`src/rtl/ascon_init_ctrl_if.sv`:
```
// Host request/response and permutation-engine signals of the Ascon initialization controller.
// The slave modport is the controller; the master modport is its environment (host plus engine).
interface ascon_init_ctrl_if;
  logic             req_valid_i;
  logic             req_ready_o;
  logic [127:0]     key_i;
  logic [127:0]     nonce_i;
  logic             init_start_o;
  logic [4:0][63:0] init_state_o;
  logic [4:0][63:0] init_state_i;
  logic             init_update_i;
  logic             init_finished_i;
  logic             rsp_valid_o;
  logic             rsp_ready_i;
  logic [4:0][63:0] rsp_state_o;
  logic             rsp_err_o;
  logic             busy_o;

  modport slave (
    input  req_valid_i, key_i, nonce_i, init_state_i, init_update_i, init_finished_i, rsp_ready_i,
    output req_ready_o, init_start_o, init_state_o, rsp_valid_o, rsp_state_o, rsp_err_o, busy_o
  );

  modport master (
    output req_valid_i, key_i, nonce_i, init_state_i, init_update_i, init_finished_i, rsp_ready_i,
    input  req_ready_o, init_start_o, init_state_o, rsp_valid_o, rsp_state_o, rsp_err_o, busy_o
  );
endinterface

```
`src/rtl/ascon_init_ctrl.sv`:
```
// Ascon-128 initialization sequencer: builds IV||K||N, drives the permutation engine,
// folds the key back into the permuted state and hands the result to the host.
module ascon_init_ctrl #(
  parameter logic [63:0] IV      = 64'h80400c0600000000,
  parameter int unsigned TIMEOUT = 20
) (
  input logic              clk_i,
  input logic              rst_i,
  ascon_init_ctrl_if.slave bus
);
  localparam int CW = $clog2(TIMEOUT + 1);

  typedef enum logic [2:0] {IDLE, START, RUN, FINAL, RESP} state_e;

  state_e           state_reg, state_next;
  logic [127:0]     key_reg, key_next;
  logic [127:0]     nonce_reg, nonce_next;
  logic [4:0][63:0] cap_reg, cap_next;
  logic [4:0][63:0] rsp_state_reg, rsp_state_next;
  logic             rsp_err_reg, rsp_err_next;
  logic [CW-1:0]    cnt_reg, cnt_next;

  logic [4:0][63:0] built;
  logic [4:0][63:0] key_mix;
  logic [4:0][63:0] final_state;

  // Word [0] is x0; packing order puts N_lo in x4.
  assign built   = {nonce_reg[63:0], nonce_reg[127:64], key_reg[63:0], key_reg[127:64], IV};
  assign key_mix = {key_reg[63:0], key_reg[127:64], 192'd0};

  genvar gi;
  generate
    for (gi = 0; gi < 5; gi++) begin : g_final
      assign final_state[gi] = cap_reg[gi] ^ key_mix[gi];
    end
  endgenerate

  always_ff @(posedge clk_i) begin
    if (rst_i) begin
      state_reg     <= IDLE;
      key_reg       <= '0;
      nonce_reg     <= '0;
      cap_reg       <= '0;
      rsp_state_reg <= '0;
      rsp_err_reg   <= 1'b0;
      cnt_reg       <= '0;
    end else begin
      state_reg     <= state_next;
      key_reg       <= key_next;
      nonce_reg     <= nonce_next;
      cap_reg       <= cap_next;
      rsp_state_reg <= rsp_state_next;
      rsp_err_reg   <= rsp_err_next;
      cnt_reg       <= cnt_next;
    end
  end

  always_comb begin
    state_next     = state_reg;
    key_next       = key_reg;
    nonce_next     = nonce_reg;
    cap_next       = cap_reg;
    rsp_state_next = rsp_state_reg;
    rsp_err_next   = rsp_err_reg;
    cnt_next       = cnt_reg;
    case (state_reg)
      IDLE: begin
        if (bus.req_valid_i) begin
          key_next   = bus.key_i;
          nonce_next = bus.nonce_i;
          state_next = START;
        end
      end
      START: begin
        cnt_next   = '0;
        cap_next   = '0;
        state_next = RUN;
      end
      RUN: begin
        if (bus.init_update_i) begin
          cap_next = bus.init_state_i;
        end
        cnt_next = cnt_reg + CW'(1);
        // A finish arriving on the timeout cycle still counts as success.
        if (bus.init_finished_i) begin
          state_next = FINAL;
        end else if (cnt_reg == CW'(TIMEOUT - 1)) begin
          rsp_state_next = '0;
          rsp_err_next   = 1'b1;
          state_next     = RESP;
        end
      end
      FINAL: begin
        rsp_state_next = final_state;
        rsp_err_next   = 1'b0;
        state_next     = RESP;
      end
      RESP: begin
        if (bus.rsp_ready_i) begin
          rsp_state_next = '0;
          rsp_err_next   = 1'b0;
          state_next     = IDLE;
        end
      end
      default: state_next = IDLE;
    endcase
  end

  assign bus.req_ready_o  = (state_reg == IDLE);
  assign bus.busy_o       = (state_reg != IDLE);
  assign bus.init_start_o = (state_reg == START);
  assign bus.init_state_o = ((state_reg == START) || (state_reg == RUN)) ? built : '0;
  assign bus.rsp_valid_o  = (state_reg == RESP);
  assign bus.rsp_state_o  = rsp_state_reg;
  assign bus.rsp_err_o    = rsp_err_reg;
endmodule

```
`src/flat_wrapper.sv`:
```
// flat-port wrapper written by rule: the top's interface ports become plain ports
module ascon_init_ctrl_flat 
#(
  parameter logic [63:0] IV      = 64'h80400c0600000000,
  parameter int unsigned TIMEOUT = 20
)
  (clk_i, rst_i, bus_req_valid_i, bus_key_i, bus_nonce_i, bus_init_state_i, bus_init_update_i, bus_init_finished_i, bus_rsp_ready_i, bus_req_ready_o, bus_init_start_o, bus_init_state_o, bus_rsp_valid_o, bus_rsp_state_o, bus_rsp_err_o, bus_busy_o);
  ascon_init_ctrl_if bus_i ();
  input logic clk_i;
  input logic rst_i;
  input wire logic [$bits(bus_i.req_valid_i)-1:0] bus_req_valid_i;
  input wire logic [$bits(bus_i.key_i)-1:0] bus_key_i;
  input wire logic [$bits(bus_i.nonce_i)-1:0] bus_nonce_i;
  input wire logic [$bits(bus_i.init_state_i)-1:0] bus_init_state_i;
  input wire logic [$bits(bus_i.init_update_i)-1:0] bus_init_update_i;
  input wire logic [$bits(bus_i.init_finished_i)-1:0] bus_init_finished_i;
  input wire logic [$bits(bus_i.rsp_ready_i)-1:0] bus_rsp_ready_i;
  output wire logic [$bits(bus_i.req_ready_o)-1:0] bus_req_ready_o;
  output wire logic [$bits(bus_i.init_start_o)-1:0] bus_init_start_o;
  output wire logic [$bits(bus_i.init_state_o)-1:0] bus_init_state_o;
  output wire logic [$bits(bus_i.rsp_valid_o)-1:0] bus_rsp_valid_o;
  output wire logic [$bits(bus_i.rsp_state_o)-1:0] bus_rsp_state_o;
  output wire logic [$bits(bus_i.rsp_err_o)-1:0] bus_rsp_err_o;
  output wire logic [$bits(bus_i.busy_o)-1:0] bus_busy_o;
  assign bus_i.req_valid_i = bus_req_valid_i;
  assign bus_i.key_i = bus_key_i;
  assign bus_i.nonce_i = bus_nonce_i;
  assign bus_i.init_state_i = bus_init_state_i;
  assign bus_i.init_update_i = bus_init_update_i;
  assign bus_i.init_finished_i = bus_init_finished_i;
  assign bus_i.rsp_ready_i = bus_rsp_ready_i;
  assign bus_req_ready_o = bus_i.req_ready_o;
  assign bus_init_start_o = bus_i.init_start_o;
  assign bus_init_state_o = bus_i.init_state_o;
  assign bus_rsp_valid_o = bus_i.rsp_valid_o;
  assign bus_rsp_state_o = bus_i.rsp_state_o;
  assign bus_rsp_err_o = bus_i.rsp_err_o;
  assign bus_busy_o = bus_i.busy_o;
  ascon_init_ctrl #(.IV(IV), .TIMEOUT(TIMEOUT)) u_core (.clk_i(clk_i), .rst_i(rst_i), .bus(bus_i));
endmodule
```
`config.mk`:
```
export PLATFORM = sky130hd
export DESIGN_NAME = ascon_init_ctrl_flat
export DESIGN_NICKNAME = d
export VERILOG_FILES = /design/src/rtl/ascon_init_ctrl_if.sv /design/src/rtl/ascon_init_ctrl.sv /design/src/flat_wrapper.sv
export SDC_FILE = /design/constraint.sdc
export NUM_CORES = 2
export LEC_CHECK = 0
export CAP_MARGIN = 20
export CORE_AREA = 2 2 472 474
export DETAILED_ROUTE_END_ITERATION = 10
export DIE_AREA = 0 0 474 476
export DONT_BUFFER_PORTS = 1
export REMOVE_ABC_BUFFERS = 1
export SLEW_MARGIN = 25
export SYNTH_ARGS = -nofsm -noshare
export SYNTH_HDL_FRONTEND = slang
export SYNTH_SLANG_ARGS = --single-unit
```
`constraint.sdc`:
```
create_clock -name clk_i -period 4.24 [get_ports clk_i]
set_input_delay 0.424 -clock clk_i [delete_from_list [all_inputs] [get_ports clk_i]]
set_output_delay 0.424 -clock clk_i [all_outputs]
set_load 0.02 [all_outputs]
```
==> impl_table.tex <==
\begin{tabular}{lr}
\hline
Metric & Value \\
\hline
\multicolumn{2}{l}{\textbf{Yosys}} \\
\quad Total of flip-flops plus latches after synthesis & 905 \\
\quad Netlist Area Pre-Place & 0.0342 mm2 \\
\quad Ranking of synthesized cells by instance count & sky130\_fd\_sc\_hd\_\_dfxtp\_1 (905), sky130\_fd\_sc\_hd\_\_nand2\_1 (836), sky130\_fd\_sc\_hd\_\_o21ai\_0 (323) \\
\quad Per-instance average area after synthesis & between 8 and 9 um2 \\
\quad Most used flip-flop cell after synthesis & sky130\_fd\_sc\_hd\_\_dfxtp\_1 \\
\quad Share of synthesized cell area in and, or, nand and nor gates & 0.191 \\
\quad Share of synthesized cell area in full adder, half adder and majority cells & 0.000366 \\
\quad Xor/xnor share of the synthesized area & 0.0328 \\
\quad Biggest area contributors in the synthesized netlist & sky130\_fd\_sc\_hd\_\_dfxtp\_1 (53\%), sky130\_fd\_sc\_hd\_\_a32o\_1 (9.4\%), sky130\_fd\_sc\_hd\_\_nand2\_1 (9.2\%), sky130\_fd\_sc\_hd\_\_o21ai\_0 (4.7\%), sky130\_fd\_sc\_hd\_\_and2\_1 (4.7\%) \\
\quad EDFF count, synth & 0 \\
\quad Most numerous cell in the Yosys netlist & sky130\_fd\_sc\_hd\_\_dfxtp\_1 \\
\quad Sequential fraction of the synthesis area & 0.530 \\
\quad Synth cell types & 45 \\
\quad Post-synth top area share & 0.530 \\
\quad Synthesis warning total & 0 \\
\quad Combinational family with the most area after synthesis & simple AND/OR/NAND/NOR gates \\
\quad Proportion of register bits with asynchronous set or reset after synthesis & 0 \\
\quad Synth Area in Compound Gates & 0.183 \\
\quad Post-synth top area cell & sky130\_fd\_sc\_hd\_\_dfxtp\_1 \\
\quad Syn Inst Count & 3829 \\
\quad Multiplexer share of the synthesized area & 0 \\
\multicolumn{2}{l}{\textbf{Power}} \\
\quad Part of the total power dissipated in the clock network & 0.413 \\
\quad Cell internal pwr & 15800 uW \\
\quad Power dissipated by switching net loads & just under 8000 uW \\
\quad Power density cells & slightly above 500 mW/mm2 \\
\quad Reported leakage power & 0.0168 uW \\
\quad Part of the power in registers & 0.411 \\
\quad Fraction of power consumed by combinational cells & 0.176 \\
\quad Worst vdd ir & about 0.34 mV \\
\quad Switching fraction of total power & 0.330 \\
\multicolumn{2}{l}{\textbf{Cells and area}} \\
\quad Fin nets & a little under 5000 \\
\quad Non-filler cells, final & 7367 \\
\quad Layout cell share with drive strength beyond 1 & 0.0583 \\
\quad Fin util & 0.212 \\
\quad Filler Cell Count & 23997 \\
\quad Area growth syn-to-layout & 37.0\% \\
\quad Post-Layout Inst Area & 0.0469 mm2 \\
\multicolumn{2}{l}{\textbf{STA}} \\
\quad Transition time of the tightest slew-check pin & approximately 1300 ps \\
\quad Fmax & 249 MHz \\
\quad Final-report max-slew violation count & 0 \\
\quad Share of the clock period used by the worst path after layout & 0.946 \\
\quad Max\_slew headroom & 0.131 \\
\quad Setup repair after global routing missed its margin & false \\
\quad Final number of setup-violating endpoints & 0 \\
\quad Time the worst path needs with I/O delays and setup & about 4000 ps \\
\quad Worst clock skew & roughly 73 ps \\
\quad WHS & approximately 63 ps \\
\quad Total count of hold-check failures in the final report & 0 \\
\multicolumn{2}{l}{\textbf{Clock tree}} \\
\quad Level count of the clock H-tree & 3 \\
\quad Deepest clock path buffer count & 3 \\
\quad Clock Pin Slew Worst Setup and Hold Paths & $\sim$70 ps \\
\quad Clock root buffer & sky130\_fd\_sc\_hd\_\_clkbuf\_16 \\
\quad Number of buffers inserted during clock tree synthesis & about 100 \\
\quad Clock latency reported for the late side of the worst-skew pair & about 790 ps \\
\quad \# clock sinks & 905 \\
\quad TritonCTS clock tree & yes \\
\multicolumn{2}{l}{\textbf{Floorplan}} \\
\quad Die Width & approximately 470 um \\
\quad Site row count & $\sim$170 \\
\quad Floorplan die height & around 480 um \\
\quad Total Die Area & about 0.23 mm2 \\
\quad Number of ports placed on the die boundary & approximately 1200 \\
\quad Starting utilization of the core area & 0.155 \\
\quad Std-Cell Core Area & 0.221 mm2 \\
\multicolumn{2}{l}{\textbf{Placement}} \\
\quad Global placement routability congestion & approximately 0.88 \\
\quad Placed Cells & $\sim$6500 \\
\quad IO buf count & 0 \\
\quad Placement-stage cell area & 0.0369 mm2 \\
\quad Detail Placement HPWL & 156000 um \\
\multicolumn{2}{l}{\textbf{Detailed routing}} \\
\quad Post-detailed-routing wire length & about 210000 um \\
\quad Number of DRC markers after the initial detailed-route iteration & $\sim$2700 \\
\quad Number of optimization iterations in the first detailed-route pass & 6 \\
\quad Final ANT Viol Nets & 0 \\
\quad DR vias & approximately 32000 \\
\quad Number of remaining DRC errors & 0 \\
\quad Total met2 wirelength after detailed routing & 88400 um \\
\quad Met3 wirelength from detailed routing & approximately 27000 um \\
\quad Wire length on met1 & a little over 80000 um \\
\quad Vias per std cell & 4.32 \\
\quad DR top layer & met5 \\
\quad Average wire per standard cell & $\sim$28 um \\
\multicolumn{2}{l}{\textbf{Outcome}} \\
\quad Run status & complete, no violations \\
\multicolumn{2}{l}{\textbf{Min path}} \\
\quad Worst min-delay path category & primary input to flip-flop \\
\quad Hold worst-path end & u\_core.key\_reg[46]\$\_SDFFE\_PP0P\_ \\
\quad Number of stages on the worst hold path & 2 \\
\quad Hold wc startpoint & rst\_i \\
\multicolumn{2}{l}{\textbf{Worst setup path}} \\
\quad Slowest stage delay, CP & 880 ps \\
\quad Largest fanout on the critical path & between 100 and 150 \\
\quad Arrival time reported for the critical path endpoint & 3590 ps \\
\quad Critical-path cell with the highest stage delay & sky130\_fd\_sc\_hd\_\_dfxtp\_1 \\
\quad R2R cell count & 4 \\
\quad Worst Path Required & between 3000 and 4000 ps \\
\quad Worst path cell trace & nand2b\_1 > a21oi\_4 > buf\_12 > buf\_12 > and2\_1 \\
\quad Worst r2r src & u\_core.state\_reg[1]\$\_SDFFE\_PP0P\_ \\
\quad Most common cell type on the critical path & sky130\_fd\_sc\_hd\_\_buf\_12 \\
\quad FF-to-FF setup slack & between 1000 and 1500 ps \\
\quad Startpoint type of the worst setup path & flip-flop \\
\quad Critical Path Sink Type & output port \\
\quad Startpoint-to-endpoint class of the critical path & flip-flop to output port \\
\quad Destination of the worst register-to-register timing path & u\_core.bus.rsp\_state\_o[47]\$\_SDFFE\_PP0P\_ \\
\multicolumn{2}{l}{\textbf{Global route}} \\
\quad GR Util All Layers & 0.173 \\
\quad Wire length of the first global-routing pass & $\sim$270000 um \\
\quad Number of global-route vias before repair & between 30000 and 40000 \\
\quad Antenna violations before repair & $\sim$160 \\
\quad Largest net degree at the start of global routing & 233 \\
\quad Overflow left after global routing & 0 \\
\multicolumn{2}{l}{\textbf{Flow run}} \\
\quad Number of max-capacitance violations reported & 0 \\
\hline
\end{tabular}
## timing repair
| action | 4_1_cts | 5_1_grt |
|---|---|---|
| resized for setup | 0 | 0 |
| setup buffers | 0 | 0 |
| hold buffers | 611 | 0 |
| hold endpoints to repair | 583 | 0 |
## cells by family (layout without fill, tap and decap cells)
family                   Yosys count  count (layout)
AO/OA/AOI/OAI                    919             919
AND/OR/NAND/NOR                 1440            1440
other                              1             128
XOR/XNOR                         128             128
adder cells (fa/ha/maj)            1               1
buffers and inverters            435             871
flip-flops                       905             905
## power groups by stage
stage	clock, uW	combinational [uW]	sequential [uW]
floorplan	0	2280	9500
global placement	0	3370	9870
detailed placement	0	3440	9870
CTS	9990	4130	9690
global route	10300	4460	9730
finish	9720	4150	9690
## critical path, delay by kind of cell (launching register included)
family,cells,cell delay [ps]
flip-flops,1,880
buffers and inverters,2,600
AO/OA/AOI/OAI,1,310
AND/OR/NAND/NOR,2,840
## cell usage in the layout (no fill, tap or decap), drive strengths merged, types with 2 or more instances in the layout
cell type and n:
clkinvlp 8, nand4bb 2, inv 14, nand3b 3
a21oi 263, nand2 836, nand3 321, nor2b 3
nor2 4, dlygate4sd3 610, clkbuf 136, diode 70
dfxtp 905, and2 258, conb 58, o21bai 2
buf 69, clkinv 22, nor3 3, xor2 128
bufinv 12, o21ai 323, nand2b 3, a21o 2
a32o 320, nor3b 2, nor4b 2
## worst max-delay path by stage
stage	start	endpoint	cells after the start
floorplan	u_core.state_reg[2]$_SDFFE_PP0P_	u_core.bus.rsp_state_o[0]$_SDFFE_PP0P_	3
global placement	u_core.state_reg[0]$_SDFFE_PP0P_	bus_init_state_o[70]	5
detailed placement	u_core.state_reg[0]$_SDFFE_PP0P_	bus_init_state_o[70]	5
CTS	u_core.state_reg[0]$_SDFFE_PP0P_	bus_init_state_o[70]	5
global route	u_core.state_reg[0]$_SDFFE_PP0P_	bus_init_state_o[70]	5
finish	u_core.state_reg[0]$_SDFFE_PP0P_	bus_init_state_o[70]	5
## metal layers
| layer | vias up | global-route usage |
|---|---|---|
| li1 | 14012 | - |
| met1 | 15596 | 0.198 |
| met2 | 1671 | 0.262 |
| met3 | 471 | 0.0931 |
| met4 | 80 | 0.0816 |
| met5 | - | 0 |
## metrics by stage
stage	power, uW	TNS [ps]	setup slack [ps]
floorplan	11800	-6460470	-7470
global placement	13200	0	1290
detailed placement	13300	0	1130
CTS	23800	0	219
global route	24400	0	30.7
finish	23600	0	230
## area by class of cell
type	instances	area, um2	share of cell area
inverter	5	26.3	0.000561
multi-input combinational	2546	14200	0.303
tap	2975	3720	0.0794
timing repair buffer	679	6970	0.149
clock inverter	51	763	0.0163
sequential	905	18100	0.387
clock buffer	136	2870	0.0613
antenna	70	175	0.00374
(Power assumes the default switching activity.)
